`src/rtl/bure_ex_sched_pkg.sv`:
```
// Shared types and constants for the BureCore execute-stage scheduler.
package bure_pkg;

    typedef enum logic {IDLE, MD_RUN} bure_ex_sched_state_e;

    // funct3 bit that separates the divide class from the multiply class
    localparam int MD_DIV_BIT         = 2;
    localparam int DEF_DATA_WIDTH     = 32;
    localparam int DEF_MUL_CYCLES     = 4;
    localparam int DEF_DIV_CYCLES     = 32;

    function automatic int max_int(input int a, input int b);
        return (a > b) ? a : b;
    endfunction

endpackage

```
`src/rtl/bure_ex_sched_if.sv`:
```
// ID / M-unit / EX-output signal bundle around the execute-stage scheduler.
interface bure_ex_sched_if #(
    parameter int DATA_WIDTH = 32
);
    logic                  i_id_valid;
    logic                  o_id_ready;
    logic                  i_is_md;
    logic [2:0]            i_funct3;
    logic [4:0]            i_rd_addr;
    logic [DATA_WIDTH-1:0] i_alu_data;
    logic                  i_flush;
    logic                  o_md_start;
    logic [2:0]            o_md_op;
    logic                  o_md_abort;
    logic [DATA_WIDTH-1:0] i_md_result;
    logic                  o_ex_valid;
    logic                  i_ex_ready;
    logic [DATA_WIDTH-1:0] o_ex_data;
    logic [4:0]            o_ex_rd;
    logic                  o_busy;

    modport slave (
        input  i_id_valid, i_is_md, i_funct3, i_rd_addr, i_alu_data, i_flush,
               i_md_result, i_ex_ready,
        output o_id_ready, o_md_start, o_md_op, o_md_abort, o_ex_valid,
               o_ex_data, o_ex_rd, o_busy
    );

    modport master (
        output i_id_valid, i_is_md, i_funct3, i_rd_addr, i_alu_data, i_flush,
               i_md_result, i_ex_ready,
        input  o_id_ready, o_md_start, o_md_op, o_md_abort, o_ex_valid,
               o_ex_data, o_ex_rd, o_busy
    );
endinterface

```
`src/rtl/bure_ex_sched.sv`:
```
// Execute-stage scheduler: ALU results go straight to the output register,
// RV32M ops are sequenced on the shared iterative M-unit with a down-counter.
module bure_ex_sched
    import bure_pkg::*;
#(
    parameter int DATA_WIDTH = DEF_DATA_WIDTH,
    parameter int MUL_CYCLES = DEF_MUL_CYCLES,
    parameter int DIV_CYCLES = DEF_DIV_CYCLES
) (
    input  logic             i_clk,
    input  logic             i_rstn,
    bure_ex_sched_if.slave   bus
);

    localparam int CNT_MAX = max_int(MUL_CYCLES, DIV_CYCLES);
    localparam int CNT_W   = (CNT_MAX > 1) ? $clog2(CNT_MAX) : 1;
    localparam logic [CNT_W-1:0] MUL_LOAD = CNT_W'(MUL_CYCLES - 1);
    localparam logic [CNT_W-1:0] DIV_LOAD = CNT_W'(DIV_CYCLES - 1);

    bure_ex_sched_state_e  state_reg, state_next;
    logic [CNT_W-1:0]      cnt_reg, cnt_next;
    logic                  ex_valid_reg, ex_valid_next;
    logic [DATA_WIDTH-1:0] ex_data_reg, ex_data_next;
    logic [4:0]            ex_rd_reg, ex_rd_next;
    logic [4:0]            md_rd_reg, md_rd_next;
    logic [2:0]            md_op_reg, md_op_next;
    logic                  md_start_reg, md_start_next;
    logic                  md_abort_reg, md_abort_next;
    logic                  id_ready;
    logic                  accept;

    assign id_ready = (state_reg == IDLE) && (!ex_valid_reg || bus.i_ex_ready) && !bus.i_flush;
    assign accept   = bus.i_id_valid && id_ready;

    always_ff @(posedge i_clk or negedge i_rstn) begin
        if (!i_rstn) begin
            state_reg    <= IDLE;
            cnt_reg      <= '0;
            ex_valid_reg <= 1'b0;
            ex_data_reg  <= '0;
            ex_rd_reg    <= '0;
            md_rd_reg    <= '0;
            md_op_reg    <= '0;
            md_start_reg <= 1'b0;
            md_abort_reg <= 1'b0;
        end else begin
            state_reg    <= state_next;
            cnt_reg      <= cnt_next;
            ex_valid_reg <= ex_valid_next;
            ex_data_reg  <= ex_data_next;
            ex_rd_reg    <= ex_rd_next;
            md_rd_reg    <= md_rd_next;
            md_op_reg    <= md_op_next;
            md_start_reg <= md_start_next;
            md_abort_reg <= md_abort_next;
        end
    end

    always_comb begin
        state_next    = state_reg;
        cnt_next      = cnt_reg;
        ex_valid_next = ex_valid_reg;
        ex_data_next  = ex_data_reg;
        ex_rd_next    = ex_rd_reg;
        md_rd_next    = md_rd_reg;
        md_op_next    = md_op_reg;
        md_start_next = 1'b0;
        md_abort_next = 1'b0;

        // A drained result frees the register unless something reloads it below
        if (ex_valid_reg && bus.i_ex_ready) begin
            ex_valid_next = 1'b0;
        end

        if (bus.i_flush) begin
            state_next    = IDLE;
            cnt_next      = '0;
            ex_valid_next = 1'b0;
            md_abort_next = (state_reg == MD_RUN);
        end else begin
            unique case (state_reg)
                IDLE: begin
                    if (accept) begin
                        if (bus.i_is_md) begin
                            md_op_next    = bus.i_funct3;
                            md_rd_next    = bus.i_rd_addr;
                            cnt_next      = bus.i_funct3[MD_DIV_BIT] ? DIV_LOAD : MUL_LOAD;
                            md_start_next = 1'b1;
                            state_next    = MD_RUN;
                        end else begin
                            ex_data_next  = bus.i_alu_data;
                            ex_rd_next    = bus.i_rd_addr;
                            ex_valid_next = 1'b1;
                        end
                    end
                end
                MD_RUN: begin
                    // Output register is guaranteed empty here: accept required it drained
                    if (cnt_reg == '0) begin
                        ex_data_next  = bus.i_md_result;
                        ex_rd_next    = md_rd_reg;
                        ex_valid_next = 1'b1;
                        state_next    = IDLE;
                    end else begin
                        cnt_next = cnt_reg - CNT_W'(1);
                    end
                end
                default: state_next = IDLE;
            endcase
        end
    end

    assign bus.o_id_ready = id_ready;
    assign bus.o_md_start = md_start_reg;
    assign bus.o_md_op    = md_op_reg;
    assign bus.o_md_abort = md_abort_reg;
    assign bus.o_ex_valid = ex_valid_reg;
    assign bus.o_ex_data  = ex_data_reg;
    assign bus.o_ex_rd    = ex_rd_reg;
    assign bus.o_busy     = (state_reg == MD_RUN);

endmodule

```
`src/flat_wrapper.sv`:
```
// flat-port wrapper written by rule: the top's interface ports become plain ports
module bure_ex_sched_flat import bure_pkg::*;
#(
    parameter int DATA_WIDTH = DEF_DATA_WIDTH,
    parameter int MUL_CYCLES = DEF_MUL_CYCLES,
    parameter int DIV_CYCLES = DEF_DIV_CYCLES
)
  (i_clk, i_rstn, bus_i_id_valid, bus_i_is_md, bus_i_funct3, bus_i_rd_addr, bus_i_alu_data, bus_i_flush, bus_i_md_result, bus_i_ex_ready, bus_o_id_ready, bus_o_md_start, bus_o_md_op, bus_o_md_abort, bus_o_ex_valid, bus_o_ex_data, bus_o_ex_rd, bus_o_busy);
  bure_ex_sched_if #(.DATA_WIDTH(DATA_WIDTH)) bus_i ();
  input  logic i_clk;
  input  logic i_rstn;
  input wire logic [$bits(bus_i.i_id_valid)-1:0] bus_i_id_valid;
  input wire logic [$bits(bus_i.i_is_md)-1:0] bus_i_is_md;
  input wire logic [$bits(bus_i.i_funct3)-1:0] bus_i_funct3;
  input wire logic [$bits(bus_i.i_rd_addr)-1:0] bus_i_rd_addr;
  input wire logic [$bits(bus_i.i_alu_data)-1:0] bus_i_alu_data;
  input wire logic [$bits(bus_i.i_flush)-1:0] bus_i_flush;
  input wire logic [$bits(bus_i.i_md_result)-1:0] bus_i_md_result;
  input wire logic [$bits(bus_i.i_ex_ready)-1:0] bus_i_ex_ready;
  output wire logic [$bits(bus_i.o_id_ready)-1:0] bus_o_id_ready;
  output wire logic [$bits(bus_i.o_md_start)-1:0] bus_o_md_start;
  output wire logic [$bits(bus_i.o_md_op)-1:0] bus_o_md_op;
  output wire logic [$bits(bus_i.o_md_abort)-1:0] bus_o_md_abort;
  output wire logic [$bits(bus_i.o_ex_valid)-1:0] bus_o_ex_valid;
  output wire logic [$bits(bus_i.o_ex_data)-1:0] bus_o_ex_data;
  output wire logic [$bits(bus_i.o_ex_rd)-1:0] bus_o_ex_rd;
  output wire logic [$bits(bus_i.o_busy)-1:0] bus_o_busy;
  assign bus_i.i_id_valid = bus_i_id_valid;
  assign bus_i.i_is_md = bus_i_is_md;
  assign bus_i.i_funct3 = bus_i_funct3;
  assign bus_i.i_rd_addr = bus_i_rd_addr;
  assign bus_i.i_alu_data = bus_i_alu_data;
  assign bus_i.i_flush = bus_i_flush;
  assign bus_i.i_md_result = bus_i_md_result;
  assign bus_i.i_ex_ready = bus_i_ex_ready;
  assign bus_o_id_ready = bus_i.o_id_ready;
  assign bus_o_md_start = bus_i.o_md_start;
  assign bus_o_md_op = bus_i.o_md_op;
  assign bus_o_md_abort = bus_i.o_md_abort;
  assign bus_o_ex_valid = bus_i.o_ex_valid;
  assign bus_o_ex_data = bus_i.o_ex_data;
  assign bus_o_ex_rd = bus_i.o_ex_rd;
  assign bus_o_busy = bus_i.o_busy;
  bure_ex_sched #(.DATA_WIDTH(DATA_WIDTH), .MUL_CYCLES(MUL_CYCLES), .DIV_CYCLES(DIV_CYCLES)) u_core (.i_clk(i_clk), .i_rstn(i_rstn), .bus(bus_i));
endmodule
```
`config.mk`:
```
export PLATFORM = sky130hd
export DESIGN_NAME = bure_ex_sched_flat
export DESIGN_NICKNAME = d
export VERILOG_FILES = /design/src/rtl/bure_ex_sched_pkg.sv /design/src/rtl/bure_ex_sched_if.sv /design/src/rtl/bure_ex_sched.sv /design/src/flat_wrapper.sv
export SDC_FILE = /design/constraint.sdc
export NUM_CORES = 1
export LEC_CHECK = 0
export CAP_MARGIN = 20
export CORE_ASPECT_RATIO = 0.75
export CORE_MARGIN = 8
export CORE_UTILIZATION = 41
export CTS_CLUSTER_SIZE = 14
export DETAILED_ROUTE_END_ITERATION = 8
export PLACE_DENSITY = 0.84
export SLEW_MARGIN = 20
export SYNTH_ARGS = -nofsm -noshare
export SYNTH_HDL_FRONTEND = slang
export SYNTH_SLANG_ARGS = --single-unit
export TNS_END_PERCENT = 20
```
`constraint.sdc`:
```
create_clock -name i_clk -period 2.34 [get_ports i_clk]
set_input_delay 0.234 -clock i_clk [delete_from_list [all_inputs] [get_ports i_clk]]
set_output_delay 0.234 -clock i_clk [all_outputs]
set_load 0.02 [all_outputs]
```
==> metrics.txt <==
status complete, no violations; Fin. Hold Viols 0; Worst Path Required 2.52 ns; crit path launch type register; I/O Buffers 122; worst-path cell chain inv_1 -> ha_1 -> nor4b_4 -> nand2_1 -> a221oi_4 -> buf_6 -> mux2_2; Core Rows 25; Die Y 85.1 um; commonest cells after routing, fill and taps aside clkdlybuf4s50_1 (121), mux2_2 (80), dfrtp_1 (53), buf_4 (7), clkbuf_8 (6); Worst Setup End Kind register; Post-Syn Instances 185; Total Wirelength 6770 um; Critical R2R Launch u_core.cnt_reg[0]; commonest non-fill, non-tap cell in the layout clkdlybuf4s50_1; Hold Path Class input pin to asynchronous set/reset pin; Post-DP Area 3920 sq um; Fin Setup TNS 0 ns; Slew headroom 0.626; first-pass GRT wire length 11200 um; global route overflow 0; sequential-to-total area share from yosys stat 0.518; clock buffer depth 2; worst-path maximum fanout 23; layout net count 391; DR DRC count 0; gpl congestion 0.771; Worst-path clk slew 0.10 ns; core area 6220 sq um; clock latency on the worst-skew pair 0.30 ns; DRT antenna net count 0; power per cell area 819 nW/um^2; largest net degree at the start of global routing 28; Worst IR Drop VDD 0.390 mV; final design area excluding fillers 4030 sq um; clk sinks 54; fill count 469; CTS tree built; RSZ-0062 raised after global routing no; fmax 461 MHz; Worst path max stage delay 0.42 ns; layout cells sized above 1 0.319; # H-tree levels 2; top-level I/O count 123; Inserted Clock Buffers 5; Total Routing Usage GR 0.150; Routed wire per std cell 17.2 um; TritonRoute pass-1 iters 4; fin crit share 0.926; synthesized area 2610 sq um; vias 1953; R2R cell count 7; Via density 4.96; Initial Utilization 0.419; vias in the first global route 2197; initial antenna violation count 0; setup slack, reg-to-reg 0.17 ns; min cycle time layout 2.17 ns; Async S/R FF share, synth 1.00; worst flop-to-flop path endpoint u_core.bus.o_ex_data[2]; slowest CP cell dfrtp_1; WS Path Type register to register; Seq cells post-synth 54; max FFs per register 32; Die Width 108 um; P&R area growth vs syn 54.5%; Syn Nets 264; Primary FF master, synth dfrtp_1; final setup fails 0; Placed Instances 385; post-CTS setup buffers 0; Max Cap Violations 0; worst clock skew 0.0106 ns; Crit path arrival time 2.35 ns; Avg Inst Size Synth 14.1 sq um; CTS root buffer clkbuf_8; die area 9190 sq um; Synth cell types 28; Worst Tran Pin Value 0.561 ns; Slew Limit Fails 0; DRT iter0 DRCs 38; Leak 1.63 nW; warnings from Yosys 0; Detail Placement HPWL 5350 um; n_diodes 0; Non-Filler Instances 394; number of flops mapped to enable cells by yosys 0
per-layer routing:
| metal | track usage | wire, um |
|---|---|---|
| met5 | 0 | 0 |
| met4 | 0.0289 | 26 |
| met3 | 0.0659 | 726 |
| met2 | 0.240 | 3280 |
| met1 | 0.184 | 2740 |
cells in the mapped netlist (2+ instances only):
master | count | area (sq um)
nor2_1 | 5 | 18.8
inv_1 | 5 | 18.8
buf_2 | 2 | 10.0
nand3_1 | 2 | 10.0
xnor2_1 | 3 | 26.3
dfrtp_1 | 54 | 1350
buf_6 | 3 | 33.8
mux2_2 | 80 | 901
clkbuf_1 | 4 | 15.0
a211oi_1 | 3 | 22.5
buf_1 | 2 | 7.51
nand2_1 | 2 | 7.51
and2_1 | 2 | 12.5
a21oi_1 | 2 | 10.0
nor3_1 | 3 | 15.0
report_power, final:
group | switching (mW) | internal, mW | total [mW] | leakage (nW)
Sequential | 0.141 | 1.20 | 1.34 | 0.652
Combinational | 0.622 | 0.804 | 1.43 | 0.931
Clock | 0.292 | 0.238 | 0.530 | 0.0472
Total | 1.06 | 2.25 | 3.30 | 1.63
cell families (layout without fill, tap and decap cells):
kind of cell	count (synthesis)	in the layout	synth area share
xor+xnor	3	3	0.0101
mux	81	81	0.350
flops	54	54	0.518
buf+inv	16	144	0.0326
compound gates	12	12	0.0422
simple gates	18	18	0.0422
fa+ha+maj	1	1	0.00480
per-stage QoR:
| step | hold slack [ns] | utilization | power (mW) | worst slack, ns |
|---|---|---|---|---|
| 4_1_cts | 0.466 | 0.647 | 3.35 | 0.109 |
| 6_report | 0.450 | 0.647 | 3.30 | 0.173 |
| 3_5_place_dp | 0.259 | 0.630 | 2.81 | 0.133 |
| 3_3_place_gp | 0.257 | 0.630 | 2.77 | 0.240 |
| 2_1_floorplan | -0.0616 | - | 2.04 | 0.234 |
| 5_1_grt | 0.504 | 0.647 | 3.48 | 0.0295 |
timing repair:
item,CTS,global route
hold buffers,1,0
setup endpoints to repair,0,23
hold endpoints to repair,23,0
resized for setup,0,1
critical path: cells and delay by family, from the launching register on:
kind	cells	cell delay, ns
flops	1	0.42
mux	1	0.36
buf+inv	2	0.36
simple gates	2	0.41
fa+ha+maj	1	0.20
compound gates	1	0.28
layout make-up:
cell class                      instances  area [sq um]  area share
Inverter                                5          18.8     0.00466
Sequential cell                        54          1350       0.336
Timing Repair Buffer                  131          1290       0.320
Tap cell                               81           101      0.0252
Multi-Input combinational cell        115          1170       0.291
Clock buffer                            6          82.6      0.0205
Clock inverter                          2          12.5     0.00311
how the worst max path moves through the flow:
stage                           start                        to  depth (start not counted)
floorplan           u_core.cnt_reg[0]   u_core.bus.o_ex_data[0]                          7
global placement    u_core.cnt_reg[0]  u_core.bus.o_ex_data[14]                          7
detailed placement  u_core.cnt_reg[0]  u_core.bus.o_ex_data[12]                          7
CTS                 u_core.cnt_reg[0]   u_core.bus.o_ex_data[5]                          7
global route        u_core.cnt_reg[0]   u_core.bus.o_ex_data[5]                          7
finish              u_core.cnt_reg[0]   u_core.bus.o_ex_data[2]                          7
(Power assumes the default switching activity.)
